<file path="config.mk">
export PLATFORM = sky130hd
export DESIGN_NAME = res_batch_collector
export DESIGN_NICKNAME = d
export VERILOG_FILES = /design/src/rtl/res_batch_collector.sv
export SDC_FILE = /design/constraint.sdc
export NUM_CORES = 2
export LEC_CHECK = 0
export ABC_CLOCK_PERIOD_IN_PS = 3750
export CAP_MARGIN = 20
export CORE_ASPECT_RATIO = 0.6
export CORE_UTILIZATION = 52
export CTS_CLUSTER_SIZE = 10
export DETAILED_ROUTE_END_ITERATION = 6
export PLACE_DENSITY = 0.77
export SYNTH_ARGS = -nofsm -noshare
export SYNTH_HDL_FRONTEND = slang
export SYNTH_SLANG_ARGS = --single-unit
</file>
<file path="constraint.sdc">
create_clock -name clk_i -period 3.75 [get_ports clk_i]
set_input_delay 0.75 -clock clk_i [delete_from_list [all_inputs] [get_ports clk_i]]
set_output_delay 0.75 -clock clk_i [all_outputs]
set_load 0.1 [all_outputs]
</file>
<file path="src/rtl/res_batch_collector.sv">
// Result-stream collector: packs NUM items into ping-pong banks and presents each closed bank as one wide word.
// Optional per-batch checksum output enabled by RES_BATCH_COLLECTOR_CHECKSUM_EN.
module res_batch_collector #(
  parameter int NUM        = 100,
  parameter int ITEM_WIDTH = 8,
  localparam int LEN_W     = $clog2(NUM + 1)
) (
  input  logic                      clk_i,
  input  logic                      reset_i,
  input  logic                      valid_i,
  input  logic [ITEM_WIDTH-1:0]     res_i,
  output logic                      ready_o,
  input  logic                      flush_i,
  output logic [NUM*ITEM_WIDTH-1:0] batch_data_o,
  output logic [LEN_W-1:0]          batch_len_o,
  output logic                      batch_valid_o,
  input  logic                      batch_ack_i
`ifdef RES_BATCH_COLLECTOR_CHECKSUM_EN
  ,
  output logic [15:0]               batch_sum_o
`endif
);

  localparam int BW = NUM * ITEM_WIDTH;
  localparam logic [LEN_W-1:0] NUM_L = LEN_W'(NUM);

  logic [1:0][BW-1:0]    bank_q, bank_d;
  logic [1:0][LEN_W-1:0] len_q, len_d;
  logic [1:0]            full_q, full_d;
  logic                  wr_bank_q, wr_bank_d;
  logic                  rd_bank_q, rd_bank_d;
  logic [LEN_W-1:0]      wr_idx_q, wr_idx_d;
  logic [LEN_W-1:0]      cnt;
  logic                  accept, close, ack;
`ifdef RES_BATCH_COLLECTOR_CHECKSUM_EN
  logic [1:0][15:0]      sum_q, sum_d;
`endif

  assign ready_o       = ~full_q[wr_bank_q];
  assign batch_valid_o = full_q[rd_bank_q];
  assign batch_data_o  = bank_q[rd_bank_q];
  assign batch_len_o   = len_q[rd_bank_q];
`ifdef RES_BATCH_COLLECTOR_CHECKSUM_EN
  assign batch_sum_o   = batch_valid_o ? sum_q[rd_bank_q] : 16'd0;
`endif

  // Accept and ack never touch the same bank: accept needs it empty, ack needs it full.
  always_comb begin
    accept    = valid_i & ready_o;
    ack       = batch_ack_i & batch_valid_o;
    cnt       = accept ? wr_idx_q + 1'b1 : wr_idx_q;
    close     = (accept && (cnt == NUM_L)) || (flush_i && ready_o && (cnt != '0));
    bank_d    = bank_q;
    len_d     = len_q;
    full_d    = full_q;
    wr_bank_d = wr_bank_q;
    rd_bank_d = rd_bank_q;
    wr_idx_d  = cnt;
`ifdef RES_BATCH_COLLECTOR_CHECKSUM_EN
    sum_d     = sum_q;
`endif

    if (accept) begin
      bank_d[wr_bank_q][int'(wr_idx_q)*ITEM_WIDTH +: ITEM_WIDTH] = res_i;
`ifdef RES_BATCH_COLLECTOR_CHECKSUM_EN
      sum_d[wr_bank_q] = sum_q[wr_bank_q] + 16'(res_i);
`endif
    end

    if (close) begin
      full_d[wr_bank_q] = 1'b1;
      len_d[wr_bank_q]  = cnt;
      wr_bank_d         = ~wr_bank_q;
      wr_idx_d          = '0;
    end

    // Clearing on release keeps unused slots of a later partial batch at zero.
    if (ack) begin
      full_d[rd_bank_q] = 1'b0;
      bank_d[rd_bank_q] = '0;
      len_d[rd_bank_q]  = '0;
      rd_bank_d         = ~rd_bank_q;
`ifdef RES_BATCH_COLLECTOR_CHECKSUM_EN
      sum_d[rd_bank_q]  = 16'd0;
`endif
    end
  end

  always_ff @(posedge clk_i or negedge reset_i) begin
    if (!reset_i) begin
      bank_q    <= '0;
      len_q     <= '0;
      full_q    <= '0;
      wr_bank_q <= 1'b0;
      rd_bank_q <= 1'b0;
      wr_idx_q  <= '0;
`ifdef RES_BATCH_COLLECTOR_CHECKSUM_EN
      sum_q     <= '0;
`endif
    end else begin
      bank_q    <= bank_d;
      len_q     <= len_d;
      full_q    <= full_d;
      wr_bank_q <= wr_bank_d;
      rd_bank_q <= rd_bank_d;
      wr_idx_q  <= wr_idx_d;
`ifdef RES_BATCH_COLLECTOR_CHECKSUM_EN
      sum_q     <= sum_d;
`endif
    end
  end

endmodule
</file>
* Word-level counts from Yosys, hierarchy flattened
Cells that the tools add are included. Widths: inputs -> output; s select.
Storage, ports and cells: flip-flop bits (word level) 1625, input bits 13, output and inout port bits 809, logic and storage cells 66
Cells by class: add/subtract/negate cells 2, $lt $le $gt $ge 4, eq/ne operators 1, shifts and indexed selects 2, multiplexer cells 30, bitwise gates (word level) 12, reduce and logical (&&, ||, !) cells 7
Operators with widths (number):
- $mux 1600 | 2
- $mux 800 | 4
- $and 1600x1600->1600 | 1
- $bwmux 1600 | 1
- $demux 800 s1 | 2
- $not 1600->1600 | 1
- $shift 8x33->800 const A | 1
- $shiftx 8x33->800 | 1
- $mux 7 | 6
- $neg 10->33 | 1
- $mux 14 | 2
- $and 14x14->14 | 1
- $bwmux 14 | 1
- $demux 7 s1 | 2
- $not 14->14 | 1
- $add 7x1->7 const B | 1
- $eq 7x7->1 const B | 1
- $reduce_bool 7->1 | 1
- $mux 1 | 6
- $logic_and 1x1->1 | 5
- $lt 1x2->1 const B | 2
- $mux 2 | 2
- $not 1->1 | 3
- $and 1x1->1 | 2
- 6 further kinds | 8

* Logic depth before layout (Yosys ltp)
depth in word-level cells 11, gate-level depth with buffers 17, mapped depth without buffers 11

* Least setup slack after synthesis
No wires, ideal clock.
path kind reg-to-output, start point register rd_bank_q, end point output batch_data_o[352], arrival 3294 ps, required time 3000 ps, path slack -294 ps, stages on the path, launching flop included 6, buffers on the path 4, cells stage by stage dfrtp_1 -> clkbuf_1 -> clkbuf_1 -> clkbuf_1 -> clkbuf_1 -> o21ai_0
Between the ends: longest elaborated chain between the ends 2
RTL lines:
- start, declared | RTL line 31 | logic rd_bank_q, rd_bank_d;
- start signal, assigned | RTL line 105 | rd_bank_q <= rd_bank_d;
- $mux 800 (not written as such) (2 in a row) | RTL line 41 | assign batch_data_o = bank_q[rd_bank_q];
- end, declared | RTL line 14 | output logic [NUM*ITEM_WIDTH-1:0] batch_data_o,
No other way between the ends. The select of a mux whose other input is x is not followed.

==> out/qor.yml <==
worst_setup_path:
  cp-start-kind: "flip-flop"
  worst_path_largest_cell_delay_ns: 0.66
  crit_slowest_cell: "nor3_1"
  end_kind: "flip-flop"
  critPathTopFamily: "simple AND/OR/NAND/NOR gates"
  ff2ff_setup_slack_ns: 0.03
  crit_chain: "inv_1 > ha_1 > and2_2 > buf_4 > nand2_1 > nor3_1 > buf_4 > nand2_1 > or2_2 > a21oi_1"
  crit_buf_inv: 3
  cp_max_fo: 19
  setup.worst_path.start: "wr_idx_q[0]"
  critPathKind: "flip-flop to flip-flop"
  r2r_start: "wr_idx_q[0]"
  cp.required_ns: 4.49
  crit_arrival_ns: 4.46
sta:
  slew_headroom: 0.180
  layout_worst_path_cycle_share: 0.991
  slew_viol_final: 0
  tightest_slew_ns: 1.23
  fin_skew_ns: 0.0285
  fmax_mhz: 269
  setup_viol: 0
  layout_min_cycle_time_ns: 3.72
  fin_ws_ns: 0.0320
  final_hold_viol_count: 0
  rsz0062_at_grt: "false"
layout:
  fin_nets: 8065
  layout_common_cells: "1,624 x dfrtp_1, 846 x buf_4, 824 x nand2_1"
  nFillCells: 10800
  fin_area_um2: 95300
  area_growth_pct: 24.3
  layout_commonest_cell: "dfrtp_1"
  drive_gt1_frac: 0.331
  multi_input_area_um2: 33900
  regArea_um2: 40700
  final_cells: 10000
die:
  rows: 108
  pin_count: 822
  fp.dieH_um: 299
  initial_core_util: 0.527
  fp.dieW_um: 498
  core_area_um2: 145000
  die_area_um2: 149000
placement:
  place_inst: 9786
  portBuffers: 821
  dp_hpwl_mm: 199
  gp_congestion: 0.993
  dp_slack_ns: 0.142
  placed_cell_area_um2: 90400
flow_run:
  maxCapViolCount: 0
pwr:
  powerDensity_nw_per_um2: 521
  power_frac_comb: 0.322
  ir_worst_vdd_mv: 0.511
  netSwitchingPower_w: 0.0194
  p_leak_nw: 47.2
  switching_share: 0.392
  clock_power_share: 0.317
  seq_power_share: 0.360
  p_int_w: 0.0302
grt:
  grt_pass1_wl_mm: 433
  grt_pass1_vias: 64500
  grt_max_degree: 174
  grt-ovfl-total: 0
  grt_antenna_before_repair: 14
  track_usage: 0.390
yosys:
  synthesis.instances: 7272
  synth-main-ff-cell: "dfrtp_1"
  yosys_register_bits: 1625
  avgSynthCellArea_um2: 10.5
  synth_seq_area_share: 0.530
  yosys.area_share.adder: 0.000490
  yosys.area_share.simple: 0.145
  synth_top_family_by_area: "multiplexers"
  synth_xor_area_frac: 0.000686
  ys_warn_count: 0
  synthMuxAreaShare: 0.195
  synthArstFlopShare: 1.00
  synth_compound_area_frac: 0.0967
  synth_edf_count: 0
  synth.cell_area_um2: 76700
  synth_cell_types: 79
  syn-num-nets: 7288
detailed_routing:
  drc: 0
  first_pass_iters: 6
  vias: 64500
  vias_per_cell: 6.45
  drt_iter0_drc: 7731
  wirelength_mm: 295
  ant_nets: 0
  wl_per_cell_um: 29.5
clock_tree:
  cts.clk_slew.worst_paths_ns: 0.06
  ctsResizeCount: 0
  cts_tree: "done"
  cts_buffer_depth: 3
  htree_levels: 4
  clock-sinks: 1625
  clock_latency_ns: 0.83
  cts_buffers: 181
  cts_root_buffer: "clkbuf_16"
min_path:
  min_from: "res_i[4]"
  hp-class: "input pin to flip-flop"
status:
  outcome: "finished, final reports clean"
-- synthesized netlist by cell type, types with 14 or more instances --
| cell type | n | share of area |
|---|---|---|
| mux2_2 | 802 | 0.12 |
| nand4_1 | 54 | 0.0044 |
| and3_1 | 23 | 0.0019 |
| nand3_1 | 580 | 0.038 |
| buf_1 | 47 | 0.0023 |
| dfrtp_1 | 1625 | 0.53 |
| nor3_1 | 130 | 0.0085 |
| a32o_1 | 24 | 0.0031 |
| o21ai_0 | 395 | 0.026 |
| nor4_1 | 16 | 0.0013 |
| mux2i_1 | 590 | 0.077 |
| inv_1 | 21 | 0.0010 |
| o31ai_1 | 33 | 0.0032 |
| or3_1 | 14 | 0.0011 |
| a21oi_1 | 198 | 0.013 |
| clkbuf_1 | 499 | 0.024 |
| a31o_2 | 358 | 0.041 |
| nor2_1 | 780 | 0.038 |
| a22oi_1 | 17 | 0.0017 |
| nor3_2 | 16 | 0.0021 |
| buf_2 | 61 | 0.0040 |
| nand2_1 | 824 | 0.040 |
-- cell type report --
class	count	share of cell area
sequential	1625	0.427
clock buffer	194	0.0489
antenna	11	0.000289
inverter	22	0.000867
clock inverter	9	0.00138
multi-input combinational	5014	0.356
tap	1925	0.0253
timing repair buffer	1205	0.140
-- what timing repair did --
| item | CTS | global route |
|---|---|---|
| endpoints found under the hold margin | 56 | 0 |
| setup endpoints to repair | 7 | 0 |
| setup buffers | 1 | 0 |
| hold buffers | 1 | 0 |
-- state kept, by name, indices dropped and copies added, names as in the netlist --
register	count
full_q	2
bank_q	1600
wr_idx_q	7
wr_bank_q	1
len_q	14
rd_bank_q	1
-- stage by stage --
step / hold slack [ns] / power, W / TNS [ns] / util
2_1_floorplan: 0.454 / 0.0263 / -1.47 / -
3_3_place_gp: 0.469 / 0.0333 / 0 / 0.621
3_5_place_dp: 0.479 / 0.0334 / 0 / 0.621
4_1_cts: 0.333 / 0.0490 / 0 / 0.655
5_1_grt: 0.373 / 0.0505 / 0 / 0.655
6_report: 0.385 / 0.0496 / 0 / 0.655
-- power groups by stage --
stage	Combinational (W)	Clock, W	Sequential, W
global placement	0.0151	0	0.0182
CTS	0.0153	0.0158	0.0179
floorplan	0.00819	0	0.0181
detailed placement	0.0152	0	0.0182
global route	0.0162	0.0165	0.0179
finish	0.0160	0.0157	0.0179
-- cells by family (layout without fill, tap and decap cells) --
group,count (synthesis),in the layout
XOR/XNOR,6,6
AND/OR/NAND/NOR,2508,2508
other,0,11
flip-flops,1625,1625
buffers and inverters,633,1430
multiplexers,1392,1392
adder cells (fa/ha/maj),3,3
AO/OA/AOI/OAI,1105,1105
-- worst paths after layout --
kind / end / cells past startpoint
min in group asynchronous: bank_q[1524] / 2
max in group asynchronous: bank_q[141] / 3
hold / removal: bank_q[252] / 3
hold reg to reg: bank_q[818] / 2
setup reg to reg: bank_q[525] / 10
setup / recovery: bank_q[525] / 10
-- worst register-to-register path, cell delays in order, from the launching register on --
cell and delay (ns):
dfrtp_1 0.35, inv_1 0.09, ha_1 0.51, and2_2 0.37
buf_4 0.39, nand2_1 0.40, nor3_1 0.66, buf_4 0.30
nand2_1 0.11, or2_2 0.31, a21oi_1 0.14
-- per-layer routing --
metal | wire [µm] | GRT usage | vias up
met5 | 113 | 0.00250 | -
met4 | 17500 | 0.214 | 12
met3 | 35300 | 0.126 | 804
met2 | 127000 | 0.560 | 3915
met1 | 116000 | 0.525 | 32700
li1 | - | - | 27100
Power figures use the tool's default switching activity.
